--- config.mk ---
export PLATFORM = sky130hd
export DESIGN_NAME = execute_bru
export DESIGN_NICKNAME = d
export VERILOG_FILES = /design/src/rtl/execute_bru.sv
export SDC_FILE = /design/constraint.sdc
export NUM_CORES = 1
export LEC_CHECK = 0
export BUFFER_PORTS_ARGS = -buffer_cell sky130_fd_sc_hd__buf_2
export CORE_AREA = 2 2 329 331
export DETAILED_ROUTE_END_ITERATION = 10
export DIE_AREA = 0 0 331 333
export PLACE_DENSITY_LB_ADDON = 0.25
export SETUP_SLACK_MARGIN = 0.15
export SLEW_MARGIN = 20
export SYNTH_ARGS = -nofsm -noshare
export SYNTH_HDL_FRONTEND = slang
export SYNTH_SLANG_ARGS = --single-unit
--- constraint.sdc ---
create_clock -name vclk -period 9.7
set_clock_uncertainty 0.15 [all_clocks]
set_input_delay 1.94 -clock vclk [all_inputs]
set_output_delay 1.94 -clock vclk [all_outputs]
set_load 0.005 [all_outputs]
--- src/rtl/execute_bru.sv ---
// execute_bru: combinational branch/jump resolution unit with writeback, bypass and predictor ports
package execute_bru_pkg;
    localparam int ADDR_WIDTH          = 32;
    localparam int REG_DATA_WIDTH      = 32;
    localparam int INSTRUCTION_WIDTH   = 32;
    localparam int CHECKPOINT_ID_WIDTH = 6;
    localparam int ROB_ID_WIDTH        = 7;
    localparam int PHY_REG_ID_WIDTH    = 6;
    localparam int EXC_ID_WIDTH        = 5;
    localparam logic [EXC_ID_WIDTH-1:0] EXC_ILLEGAL_INSTRUCTION = 5'd2;

    typedef enum logic [3:0] {
        BRU_JAL, BRU_JALR, BRU_BEQ, BRU_BNE, BRU_BLT, BRU_BGE, BRU_BLTU, BRU_BGEU, BRU_MRET
    } bru_op_t;

    typedef struct packed {
        bru_op_t bru_op;
    } sub_op_t;

    typedef struct packed {
        logic [31:0] local_history;
        logic [31:0] global_history;
    } checkpoint_t;

    typedef struct packed {
        logic                           enable;
        logic                           valid;
        logic [ROB_ID_WIDTH-1:0]        rob_id;
        logic [ADDR_WIDTH-1:0]          pc;
        logic [ADDR_WIDTH-1:0]          imm;
        logic                           has_exception;
        logic [EXC_ID_WIDTH-1:0]        exception_id;
        logic [REG_DATA_WIDTH-1:0]      exception_value;
        logic                           predicted;
        logic                           predicted_jump;
        logic [ADDR_WIDTH-1:0]          predicted_next_pc;
        logic                           checkpoint_id_valid;
        logic [CHECKPOINT_ID_WIDTH-1:0] checkpoint_id;
        logic [4:0]                     rd;
        logic                           rd_enable;
        logic                           need_rename;
        logic [PHY_REG_ID_WIDTH-1:0]    rd_phy;
        logic [11:0]                    csr;
        logic [3:0]                     op;
        logic [2:0]                     op_unit;
        sub_op_t                        sub_op;
    } common_pack_t;

    typedef struct packed {
        common_pack_t                   c;
        logic [INSTRUCTION_WIDTH-1:0]   value;
        logic [REG_DATA_WIDTH-1:0]      src1_value;
        logic [REG_DATA_WIDTH-1:0]      src2_value;
    } issue_execute_pack_t;

    typedef struct packed {
        common_pack_t                   c;
        logic [REG_DATA_WIDTH-1:0]      rd_value;
        logic                           bru_jump;
        logic [ADDR_WIDTH-1:0]          bru_next_pc;
    } execute_wb_pack_t;

    typedef struct packed {
        logic                           enable;
        logic [PHY_REG_ID_WIDTH-1:0]    phy_id;
        logic [REG_DATA_WIDTH-1:0]      value;
    } execute_feedback_channel_t;

    typedef struct packed {
        logic enable;
        logic flush;
    } commit_feedback_pack_t;
endpackage

module execute_bru
    import execute_bru_pkg::*;
(
    input  logic                            clk,
    input  logic                            rst,
    output logic [CHECKPOINT_ID_WIDTH-1:0]  exbru_cpbuf_id,
    input  checkpoint_t                     cpbuf_exbru_data,
    output checkpoint_t                     exbru_bp_cp,
    output logic [ADDR_WIDTH-1:0]           exbru_bp_pc,
    output logic [INSTRUCTION_WIDTH-1:0]    exbru_bp_instruction,
    output logic                            exbru_bp_jump,
    output logic [ADDR_WIDTH-1:0]           exbru_bp_next_pc,
    output logic                            exbru_bp_hit,
    output logic                            exbru_bp_valid,
    input  logic [REG_DATA_WIDTH-1:0]       csrf_all_mepc_data,
    input  issue_execute_pack_t             issue_bru_fifo_data_out,
    input  logic                            issue_bru_fifo_data_out_valid,
    output logic                            issue_bru_fifo_pop,
    output execute_wb_pack_t                bru_wb_port_data_in,
    output logic                            bru_wb_port_we,
    output logic                            bru_wb_port_flush,
    output execute_feedback_channel_t       bru_execute_channel_feedback_pack,
    input  commit_feedback_pack_t           commit_feedback_pack
);
    issue_execute_pack_t       head;
    execute_wb_pack_t          wb;
    execute_feedback_channel_t fb;
    logic                      cflush, go, exec, cond, jump, fb_en, unused_ok;
    logic [ADDR_WIDTH-1:0]     pc_plus4, pc_plus_imm, jalr_sum, next_pc;
    logic [REG_DATA_WIDTH-1:0] rd_value;

    assign head      = issue_bru_fifo_data_out;
    assign unused_ok = clk;

    // Resolve the taken flag, next pc and link value of the FIFO head
    always_comb begin
        exec        = head.c.enable & head.c.valid & ~head.c.has_exception;
        pc_plus4    = head.c.pc + ADDR_WIDTH'(4);
        pc_plus_imm = head.c.pc + head.c.imm;
        jalr_sum    = head.src1_value + head.c.imm;
        case (head.c.sub_op.bru_op)
            BRU_BEQ:  cond = head.src1_value == head.src2_value;
            BRU_BNE:  cond = head.src1_value != head.src2_value;
            BRU_BLT:  cond = $signed(head.src1_value) < $signed(head.src2_value);
            BRU_BGE:  cond = $signed(head.src1_value) >= $signed(head.src2_value);
            BRU_BLTU: cond = head.src1_value < head.src2_value;
            BRU_BGEU: cond = head.src1_value >= head.src2_value;
            default:  cond = 1'b0;
        endcase
        jump     = 1'b0;
        next_pc  = pc_plus4;
        rd_value = '0;
        if (exec) begin
            case (head.c.sub_op.bru_op)
                BRU_JAL:  {jump, next_pc, rd_value} = {1'b1, pc_plus_imm, pc_plus4};
                BRU_JALR: {jump, next_pc, rd_value} = {1'b1, jalr_sum[ADDR_WIDTH-1:1], 1'b0, pc_plus4};
                BRU_MRET: {jump, next_pc} = {1'b1, csrf_all_mepc_data};
                default:  {jump, next_pc} = {cond, cond ? pc_plus_imm : pc_plus4};
            endcase
        end
    end

    // Gate the resolved op onto the FIFO, writeback, bypass and predictor ports
    always_comb begin
        cflush                            = commit_feedback_pack.enable & commit_feedback_pack.flush;
        go                                = rst & issue_bru_fifo_data_out_valid & ~cflush;
        issue_bru_fifo_pop                = go;
        bru_wb_port_we                    = go;
        bru_wb_port_flush                 = ~go;
        wb.c                              = head.c;
        wb.rd_value                       = rd_value;
        wb.bru_jump                       = jump;
        wb.bru_next_pc                    = next_pc;
        bru_wb_port_data_in               = rst ? wb : execute_wb_pack_t'('0);
        fb_en                             = go & exec & head.c.rd_enable & head.c.need_rename;
        fb.enable                         = 1'b1;
        fb.phy_id                         = head.c.rd_phy;
        fb.value                          = rd_value;
        bru_execute_channel_feedback_pack = fb_en ? fb : execute_feedback_channel_t'('0);
        exbru_cpbuf_id                    = head.c.checkpoint_id;
        exbru_bp_cp                       = cpbuf_exbru_data;
        exbru_bp_pc                       = head.c.pc;
        exbru_bp_instruction              = head.value;
        exbru_bp_jump                     = jump;
        exbru_bp_next_pc                  = next_pc;
        exbru_bp_valid                    = go & exec & head.c.checkpoint_id_valid;
        exbru_bp_hit                      = (jump == head.c.predicted_jump) & (~jump | (next_pc == head.c.predicted_next_pc));
    end
endmodule

; ---- Word level (Yosys, flattened, before mapping)
; Cells that the tools add are included.
[op_classes]
bitwise_logic = 15
add_sub_neg = 3
mux = 10
magnitude_cmp = 4
eq_ne = 12
reduce_logical = 3
[op_table]
columns = operator, count
row1 = $mux W253, 1
row2 = $mux W32, 4
row3 = $pmux W32 S3, 1
row4 = $add A32 B32 Y32, 2
row5 = $eq A32 B32 Y1, 2
row6 = $ge A32 B32 Y1, 2
row7 = $lt A32 B32 Y1, 2
row8 = $mux W39, 1
row9 = $add A32 B3 Y32 const B, 1
row10 = $ne A32 B32 Y1, 1
row11 = $eq A4 B3 Y1 const B, 4
row12 = $and A1 B1 Y1, 10
row13 = $eq A4 B2 Y1 const B, 2
row14 = $pmux W1 S6, 1
row15 = $eq A4 B1 Y1 const B, 1
row16 = $eq A4 B4 Y1 const B, 1
row17 = $logic_not A4 Y1, 1
row18 = $not A1 Y1, 4
row19 = $reduce_or A3 Y1, 1
row20 = $mux W1, 2
row21 = $reduce_or A2 Y1, 1
row22 = $eq A1 B1 Y1, 1
row23 = $or A1 B1 Y1, 1
[word_totals]
input_bits = 385
out_inout_bits = 464
word_cells = 47
regBits = 0

; ---- Longest topological paths before layout
[logic_depth]
word_depth = 8
depth_mapped = 18
mapped_depth_nobuf = 17

; ---- Least setup slack after synthesis
; Ideal clock, no wire load.
[synth_timing]
kind = input -> output
startpoint = input issue_bru_fifo_data_out[211] (netlist name)
endpoint = output exbru_bp_hit
path_buffers = 0
t_arrival_ns = 5.466
slack_ns = 2.144
t_required_ns = 7.610
cell_stages = 16
path_cell_list = and2_1 > fa_1 > a21o_1 > a221oi_2 > nor4b_1 > o2111a_1 > o31a_1 > or3_1 > a32o_1 > a221o_1 > or2_4 > xnor2_2 > nand4_1 > nor4_1 > and4_1 > a31o_1
[synth_via]
elab_chain_cells = 7
elab_cells_between_ends = 8
classes_between = add/sub: 2 / eq/ne: 1 / mux: 3 / bitwise: 2
[synth_lines]
columns = element, line_no
row1 = start: declaration, 90  ; input issue_execute_pack_t issue_bru_fifo_data_out,
row2 = $add A32 B32 Y32, 113  ; pc_plus_imm = head.c.pc + head.c.imm;
row3 = $mux W32, 132  ; default: {jump, next_pc} = {cond, cond ? pc_plus_imm : pc_plus4};
row4 = $pmux W32 S3 (*), 128  ; case (head.c.sub_op.bru_op)
row5 = $mux W32 (*), 127  ; if (exec) begin
row6 = via exbru_bp_next_pc[26], 86  ; output logic [ADDR_WIDTH-1:0] exbru_bp_next_pc,
row7 = $eq A32 B32 Y1 (*), 161  ; exbru_bp_hit = (jump == head.c.predicted_jump) & (~jump | (next_pc == head.c.predicted_next_pc));
row8 = $or A1 B1 Y1 (*), 161
row9 = $and A1 B1 Y1 (*), 161
row10 = end: declaration, 87  ; output logic exbru_bp_hit,
; Mark *: on every way through the listed nets, which the timed path passes. The rest lies on a longest branch.

; ---- Worst setup path in the final report
[layout_timing]
startpoint = input issue_bru_fifo_data_out[57] (netlist name)
endpoint = output exbru_bp_hit
[layout_via]
elab_chain_cells = 8
elab_cells_between_ends = 18
classes_between = add/sub: 1 / order compare: 4 / eq/ne: 4 / mux: 6 / bitwise: 3
[layout_lines]
columns = element, line_no
row1 = "$ge A32 B32 Y1, or another cell as far along", 121  ; BRU_BGEU: cond = head.src1_value >= head.src2_value;
row2 = $pmux W1 S6, 115  ; case (head.c.sub_op.bru_op)
row3 = $mux W32, 132
row4 = $pmux W32 S3, 128
row5 = $mux W32, 127
row6 = $eq A32 B32 Y1, 161
row7 = $or A1 B1 Y1, 161
row8 = $and A1 B1 Y1 (*), 161
; Every way passes the cells marked *; elsewhere a longest branch is shown, timed or not.

==> results.yml <==
global_route:
  antenna_found_initial: 57
  grt_use_met3: 0.0506
  grt_pass1_vias: 11900
  grtUsageMet1: 0.198
  grt_pass1_wl_mm: 112
  use_met2: 0.250
  busiest_layer: "met2"
  grt_max_degree: 105
  grt_remaining_overflow: 0
  track_usage: 0.152
route:
  vias: 12300
  dr.pass1.iters: 4
  drc: 0
  ant_nets: 0
  routedWlPerCell_microns: 26.6
  vias_per_cell: 3.70
  drtIter0Drc: 737
  drt-total-wl_mm: 88.2
yosys:
  syn_inst: 1407
  syn_area_sq_mm: 0.00909
  synthTopCellsByArea: "and2_1 15%, ha_1 13%, buf_4 11%"
  synth.top_cell.area_share: 0.149
  synth_cell_types: 75
  synth_nets: 1888
  synth_top_area_cell: "and2_1"
  avgSynthCellArea_sq_um: 6.46
  ys_seq_area_frac: 0
  yosysWarningCount: 0
floorplan:
  io_pins: 849
  core-area_sq_mm: 0.107
  die_x_microns: 331
  die_area_sq_mm: 0.110
  die_h_microns: 333
  initial_core_util: 0.0853
  num_rows: 120
clock_tree:
  hold_buffers: 0
  ctsResizeCount: 0
  cts_setup_buffers: 0
pwr:
  irDropWorstVdd_mv: 0.0124
  p_total_uw: 697
  p_leak_uw: 0.00658
  power_density_mw_per_mm2: 52.9
layout:
  area_growth_pct: 45.0
  most-common-layout-cells: "655 x buf_2, 217 x and2_1, 147 x nor2_1"
  regArea_sq_um: 0
  layout_commonest_cell: "buf_2"
  seq_cell_count: 0
  final_nets: 2380
  n_fill_cell: 12600
  n_clock_buffer: 0
  layout-drive-gt1-share: 0.376
status:
  outcome: "complete, no violations"
critical_path:
  cp_slowest_cell: "nor4_4"
  cp_max_fo: 8
  path_buf_inv: 3
  criticalPathCategory: "input port to output port"
  worstSetupEndpointType: "output port"
  arrival_ns: 6.97
  crit_required_ns: 7.61
  critical-path-top-delay-family: "simple AND/OR/NAND/NOR gates"
  cp_cell_sequence: "buf_2 -> ha_1 -> nand4_1 -> nor4_4 -> o211ai_1 -> and3_1 -> a311o_1 -> o211a_1 -> a31oi_2 -> buf_4 -> nand2_1 -> nand3_1 -> mux2i_1 -> nor4_1 -> and4_1 -> and4_1 -> a31o_1 -> buf_2"
  start_kind: "input port"
  cpPeakStageDelay_ns: 0.58
sta:
  period_needed_ns: 9.06
  slew_violations: 0
  worst_pin_slew_ns: 1.02
  setup_viol: 0
  finalHoldViolCount: 0
  finalSetupTns_ns: 0
  rsz0062_at_grt: "false"
  slew_headroom: 0.312
  fin_crit_sh: 0.934
  fmaxAchievable_mhz: 110
flow_run:
  cap_violations: 0
hold_path:
  hold_class: "input port to output port"
placement:
  hpwlAfterDp_mm: 77.9
  port_buffers: 656
  gp_congestion: 0.834
[worst paths after layout]
kind / slack [ns] / cells after the start / to / from
max: 0.64 / 18 / exbru_bp_hit / issue_bru_fifo_data_out[57]
min: 3.73 / 0 / exbru_bp_cp[22] / cpbuf_exbru_data[22]
[logic make-up after synthesis]
kind of cell | after synthesis | share of synthesized area
buf+inv | 268 | 0.167
fa+ha+maj | 96 | 0.134
simple gates | 589 | 0.339
mux | 6 | 0.00660
compound gates | 340 | 0.249
xor+xnor | 108 | 0.105
[metrics by stage]
| step | area [sq um] | util | instances | hold slack [ns] | setup slack, ns |
|---|---|---|---|---|---|
| floorplan | 9090 | - | 1407 | 3.76 | 2.14 |
| global placement | 13200 | 0.123 | 3300 | 3.73 | 0.594 |
| detailed placement | 13200 | 0.123 | 3300 | 3.73 | 0.538 |
| CTS | 13200 | 0.123 | 3300 | 3.73 | 0.494 |
| global route | 13200 | 0.123 | 3301 | 3.73 | 0.170 |
| finish | 13200 | 0.124 | 3312 | 3.73 | 0.637 |
[layout make-up]
type / count / area (sq um) / share of cell area
well taps: 1403 / 1760 / 0.133
repair buffers: 690 / 3540 / 0.269
diodes: 12 / 30.0 / 0.00228
multi-input cells: 1139 / 7600 / 0.577
inverters: 68 / 255 / 0.0194
[synth_stat cells, types with 5 or more instances]
cell type and count:
inv_1 66, o211ai_1 13, and2_1 217, buf_4 136
a22oi_1 15, nand2_1 86, a21o_1 36, mux2i_1 6
xor2_1 47, a21boi_0 6, nand2b_1 5, o31ai_1 5
nor2_1 148, xnor2_1 60, a221oi_1 6, a211oi_1 12
a21oi_1 106, nand4_1 23, clkbuf_1 59, o21a_1 7
and4_1 5, or3_1 8, ha_1 94, o21ai_0 58
and3_1 12, nor3_1 21, a211o_1 7, o221ai_1 11
a31oi_1 7, o21bai_1 7, nor2b_1 5, nand3_1 38
[per-layer routing]
| layer | up-vias | share of wire |
|---|---|---|
| li1 | 5754 | - |
| met2 | 623 | 0.45 |
| met5 | - | 0.0030 |
| met3 | 138 | 0.093 |
| met1 | 5696 | 0.44 |
| met4 | 44 | 0.013 |
[where the power goes]
group / leakage [uW] / internal, uW / switching, uW
sequential: 0 / 0 / 0
combinational: 0.00658 / 268 / 429
clock: 0.0000000761 / 0.0000277 / 0
total: 0.00658 / 268 / 429
(Power assumes the default switching activity.)
